<file path="src/rtl/mem_arbiter_pkg.sv">
// Shared types for the I/D memory port arbiter.
package mem_arbiter_pkg;

  localparam int STATE_W = 2;

  typedef enum logic [STATE_W-1:0] {
    S_IDLE = 2'd0,
    S_BUSY = 2'd1,
    S_RESP = 2'd2
  } state_t;

  typedef enum logic {
    OWN_I = 1'b0,
    OWN_D = 1'b1
  } owner_t;

endpackage

</file>
<file path="src/rtl/mem_arbiter_pick.sv">
// Combinational grant select between the I and D miss ports.
// MEM_ARB_ROUND_ROBIN_EN: break ties against the side granted last; otherwise D wins ties.
module mem_arbiter_pick (
  input  logic i_valid,
  input  logic d_valid,
`ifdef MEM_ARB_ROUND_ROBIN_EN
  input  logic rr_last_d,
`endif
  output logic grant_d
);

`ifdef MEM_ARB_ROUND_ROBIN_EN
  // On a tie, D only wins if I was the side served last.
  assign grant_d = d_valid & (~i_valid | ~rr_last_d);
`else
  assign grant_d = d_valid;
`endif

endmodule

</file>
<file path="src/rtl/mem_arbiter.sv">
// Merges the I-side and D-side miss ports onto one external memory port, one
// transaction in flight. MEM_ARB_ROUND_ROBIN_EN selects round-robin tie-break.
module mem_arbiter
  import mem_arbiter_pkg::*;
#(
  parameter int BW_ADDRESS = 32,
  parameter int BW_BLOCK   = 128
) (
  input  logic                  clk,
  input  logic                  rst_n,
  input  logic                  I_valid,
  input  logic                  I_r0w1,
  input  logic [BW_ADDRESS-1:0] I_rwaddr,
  input  logic [BW_BLOCK-1:0]   I_wdata,
  output logic                  I_ready,
  output logic [BW_BLOCK-1:0]   I_rdata,
  input  logic                  D_valid,
  input  logic                  D_r0w1,
  input  logic [BW_ADDRESS-1:0] D_rwaddr,
  input  logic [BW_BLOCK-1:0]   D_wdata,
  output logic                  D_ready,
  output logic [BW_BLOCK-1:0]   D_rdata,
  output logic                  mem_valid,
  output logic                  mem_r0w1,
  output logic [BW_ADDRESS-1:0] mem_rwaddr,
  output logic [BW_BLOCK-1:0]   mem_wdata,
  input  logic                  mem_ready,
  input  logic [BW_BLOCK-1:0]   mem_rdata
);

  typedef struct packed {
    logic                  r0w1;
    logic [BW_ADDRESS-1:0] rwaddr;
    logic [BW_BLOCK-1:0]   wdata;
  } req_t;

  state_t              state;
  owner_t              owner;
  req_t                req_q;
  req_t                i_req;
  req_t                d_req;
  logic [BW_BLOCK-1:0] rsp_q;
  logic                grant_d;

`ifdef MEM_ARB_ROUND_ROBIN_EN
  owner_t rr_last;
`endif

  assign i_req = '{r0w1: I_r0w1, rwaddr: I_rwaddr, wdata: I_wdata};
  assign d_req = '{r0w1: D_r0w1, rwaddr: D_rwaddr, wdata: D_wdata};

  mem_arbiter_pick u_pick (
    .i_valid   (I_valid),
    .d_valid   (D_valid),
`ifdef MEM_ARB_ROUND_ROBIN_EN
    .rr_last_d (rr_last == OWN_D),
`endif
    .grant_d   (grant_d)
  );

  // Memory-side fields come straight from the request register, so they are
  // stable for the whole busy window.
  assign mem_r0w1   = req_q.r0w1;
  assign mem_rwaddr = req_q.rwaddr;
  assign mem_wdata  = req_q.wdata;

  // Single response register; the ready pulse alone identifies the owner.
  assign I_rdata = rsp_q;
  assign D_rdata = rsp_q;

  always_ff @(posedge clk or negedge rst_n) begin
    if (!rst_n) begin
      state     <= S_IDLE;
      owner     <= OWN_I;
      req_q     <= '0;
      rsp_q     <= '0;
      mem_valid <= 1'b0;
      I_ready   <= 1'b0;
      D_ready   <= 1'b0;
`ifdef MEM_ARB_ROUND_ROBIN_EN
      rr_last   <= OWN_I;
`endif
    end else begin
      case (state)
        S_IDLE: begin
          if (I_valid || D_valid) begin
            state     <= S_BUSY;
            mem_valid <= 1'b1;
            owner     <= grant_d ? OWN_D : OWN_I;
            req_q     <= grant_d ? d_req : i_req;
`ifdef MEM_ARB_ROUND_ROBIN_EN
            rr_last   <= grant_d ? OWN_D : OWN_I;
`endif
          end
        end
        S_BUSY: begin
          if (mem_ready) begin
            state     <= S_RESP;
            mem_valid <= 1'b0;
            rsp_q     <= mem_rdata;
            I_ready   <= (owner == OWN_I);
            D_ready   <= (owner == OWN_D);
          end
        end
        S_RESP: begin
          // Requester updates valid during the following idle cycle, so a
          // stale valid is never seen by S_IDLE.
          state   <= S_IDLE;
          I_ready <= 1'b0;
          D_ready <= 1'b0;
        end
        default: begin
          state     <= S_IDLE;
          mem_valid <= 1'b0;
          I_ready   <= 1'b0;
          D_ready   <= 1'b0;
        end
      endcase
    end
  end

endmodule

</file>
<file path="config.mk">
export PLATFORM = sky130hd
export DESIGN_NAME = mem_arbiter
export DESIGN_NICKNAME = d
export VERILOG_FILES = /design/src/rtl/mem_arbiter_pkg.sv /design/src/rtl/mem_arbiter_pick.sv /design/src/rtl/mem_arbiter.sv
export SDC_FILE = /design/constraint.sdc
export NUM_CORES = 1
export LEC_CHECK = 0
export BUFFER_PORTS_ARGS = -buffer_cell sky130_fd_sc_hd__buf_4
export CAP_MARGIN = 20
export CORE_AREA = 2 2 337 339
export DETAILED_ROUTE_END_ITERATION = 6
export DIE_AREA = 0 0 339 341
export SETUP_SLACK_MARGIN = 0.5
export SYNTH_ARGS = -nofsm -noshare
export SYNTH_HDL_FRONTEND = slang
export SYNTH_SLANG_ARGS = --single-unit
</file>
<file path="constraint.sdc">
create_clock -name clk -period 1.6 [get_ports clk]
set_clock_uncertainty 0.2 [all_clocks]
set_input_delay 0.32 -clock clk [delete_from_list [all_inputs] [get_ports clk]]
set_output_delay 0.32 -clock clk [all_outputs]
set_load 0.005 [all_outputs]
</file>
==> results.py <==
metrics = {
    "die": {
        "rows": 123,
        "pin_count": 875,
        "core_area_sq_um": 112000,
        "die_x_um": 339,
        "initial_core_util_pct": 12.8,
        "die_height_um": 341,
        "die-area_sq_um": 116000,
    },
    "timing": {
        "fmax_mhz": 551,
        "slew_headroom_pct": 74.7,
        "finalCritPeriodShare_pct": 113,
        "fin_ws_ps": -215,
        "rsz0062_at_grt": "true",
        "hold_viol": 245,
        "fin_hold_ws_ps": -252,
        "fin_tns_setup_ps": -51820,
        "drv_slew": 0,
        "setup_viol": 655,
        "period_needed_ps": 1820,
        "worst_slew_pin_slew_ps": 379,
    },
    "power_and_ir_drop": {
        "p_leak_nw": 11.8,
        "intPower_mw": 31.0,
        "combPwrFrac_pct": 46.2,
        "power_frac_seq_pct": 33.0,
        "switching_share_pct": 31.0,
        "vdd.ir_drop.worst_mv": 0.992,
        "p_switching_mw": 13.9,
        "clockPowerShare_pct": 20.8,
        "power_density_nw_per_um2": 1770,
    },
    "detailed_routing": {
        "drc": 0,
        "drtIter0Drc": 300,
        "dr.pass1.iters": 4,
        "final_antenna_net_count": 0,
        "avgRoutedWirePerCell_um": 16.7,
        "viasPerCell": 3.29,
        "routed_wl_um": 57500,
        "vias": 11300,
    },
    "placement": {
        "io_buffers": 874,
        "pre_cts_slack_ps": -236,
        "dpl-instance-area_sq_um": 22200,
        "gp_congestion": 0.830,
        "dp_cells": 3225,
        "post-dp-hpwl_um": 44900,
    },
    "global_route": {
        "grt_pass1_wl_um": 82000,
        "overflow": 0,
        "grt_pass1_vias": 12400,
        "grt_util_all_layers_pct": 9.49,
        "grt_max_degree": 65,
        "antenna_found_initial": 4,
    },
    "setup_path": {
        "crit_type": "register to register",
        "rrSetupSlack_ps": -220,
        "endpoint": "mem_rwaddr[14]$_DFFE_PN0P_",
        "crit_arrival_ps": 2060,
        "crit_path_end_kind": "register",
        "critPathLaunchType": "register",
        "worstPathRequired_ps": 1850,
        "reg2reg_from": "state[1]$_DFFE_PN0P_",
        "crit_fanout": 19,
        "reg2regPathDepth": 5,
        "cp-startpoint": "state[1]$_DFFE_PN0P_",
        "regToRegEndpoint": "mem_rwaddr[14]$_DFFE_PN0P_",
    },
    "logic_synthesis": {
        "synth_common_cells": "360 x mux2_2, 295 x dfrtp_1, 136 x buf_4",
        "postSynthNetCount": 1397,
        "syn_inst": 942,
        "yosysMostFrequentCell": "mux2_2",
        "synth_flop_cell": "dfrtp_1",
        "synth_top_cell_by_area": "dfrtp_1",
        "yosysTopAreaCellShare_pct": 51.7,
        "ys_ff_latch": 295,
        "synth_area_sq_um": 14300,
        "yosysWarnings": 0,
        "seq_area_frac_synth_pct": 51.7,
        "syn_avg_cell_area_sq_um": 15.2,
        "synth.distinct_cells": 19,
        "async_flop_share_pct": 100,
        "ys_top_cells_by_area": "dfrtp_1 52%, mux2_2 28%, mux2_4 9.5%",
        "synth-edff-count": 0,
    },
    "clock_network": {
        "clock_tree.root_cell": "clkbuf_16",
        "clock_latency_ps": 560,
        "htree_levels": 2,
        "clkSinkCount": 295,
        "clk_path_buf_depth": 3,
        "cts_tree": "done",
        "clk_pin_slew_ps": 60,
        "cts_buffers": 38,
        "postCtsHoldBufs": 136,
    },
    "final_layout": {
        "drive_gt1_share_pct": 77.8,
        "area_growth_syn_to_layout_pct": 77.7,
        "fin_area_sq_um": 25400,
        "nets": 2363,
        "finalNonFillerCells": 3436,
    },
    "min_path": {
        "hold_class": "input pin to async pin",
    },
    "outcome": {
        "status": "finished, violations left",
        "failed_checks": "hold timing, setup timing",
    },
    "run": {
        "drv_cap": 0,
    },
}
==> timing repair <==
item | in CTS | in global routing
endpoints found under the hold margin | 589 | 246
gates cloned | 2 | 1
endpoints found under the setup margin | 715 | 720
pin swaps | 0 | 0
setup buffers | 2 | 2
gates resized for setup | 73 | 16
==> layer usage <==
metal	vias to the layer above	global-route usage, %	part of all wire (%)
met5	-	0.531	0.22
met4	6	4.54	4.2
met2	530	15.8	49
met3	76	3.30	9.4
met1	5598	10.8	38
li1	5110	-	-
==> cells in the final DEF, fill, tap and decap left out, types with 7 or more instances in the layout <==
cell	netlist	layout
buf_12	10	19
buf_4	136	896
buf_6	3	49
clkbuf_16	0	42
clkbuf_8	0	7
dfrtp_1	295	276
dfrtp_2	0	19
dlygate4sd3_1	0	132
mux2_2	360	347
mux2_4	90	103
==> cell families after synthesis <==
family / Yosys count / synth area share (%)
muxes: 450 / 37.8
DFF: 295 / 51.7
buffers and inverters: 179 / 9.81
and+or+nand+nor: 11 / 0.385
AOI/OAI and AO/OA: 7 / 0.289
==> worst min path at each step <==
stage,slack (ps),cells past startpoint,endpoint,startpoint
finish,-250,5,mem_wdata[93]$_DFFE_PN0P_,rst_n
CTS,-290,5,mem_wdata[96]$_DFFE_PN0P_,rst_n
floorplan,-180,0,D_rdata[0]$_DFFE_PN0P_,rst_n
global placement,-20,1,mem_wdata[93]$_DFFE_PN0P_,rst_n
global route,-280,5,mem_wdata[93]$_DFFE_PN0P_,rst_n
detailed placement,-20,1,mem_wdata[93]$_DFFE_PN0P_,rst_n
==> final cells by class <==
class | instances | area, sq um
antenna | 1 | 2.50
clock buffer | 54 | 1140
clock inverter | 13 | 203
fill | 11900 | 86500
inverter | 1 | 3.75
multi-input combinational | 468 | 5560
sequential | 295 | 7410
tap | 1500 | 1880
timing repair buffer | 1104 | 9190
==> power by group through the flow <==
| stage | Sequential, mW | Clock (mW) | Combinational [mW] |
|---|---|---|---|
| finish | 14.8 | 9.32 | 20.7 |
| global route | 15.3 | 9.91 | 22.1 |
| CTS | 14.8 | 9.68 | 20.7 |
| detailed placement | 14.6 | 0 | 19.7 |
| global placement | 14.7 | 0 | 19.5 |
| floorplan | 13.9 | 0 | 10.1 |
==> critical path: stages, from the launching register on <==
cell and delay (ps):
dfrtp_1 390, nor2_2 140, o21a_4 170, buf_16 190
buf_4 200, mux2_2 330
==> per-stage QoR <==
step                      utilization, %  power (mW)
final                               22.7        44.9
after global routing                22.7        47.2
after CTS                           22.6        45.2
after detailed placement            19.9        34.4
after floorplan                        -        24.0
after global placement              19.9        34.2
==> state kept, by name, summed over array words and instances, names as in the netlist <==
| name | cells |
|---|---|
| owner | 1 |
| D_ready | 1 |
| mem_valid | 1 |
| state | 2 |
| I_ready | 1 |
| mem_r0w1 | 1 |
| mem_wdata | 128 |
| mem_rwaddr | 32 |
| D_rdata | 128 |
Note: power is estimated with default switching activity, not from simulation.
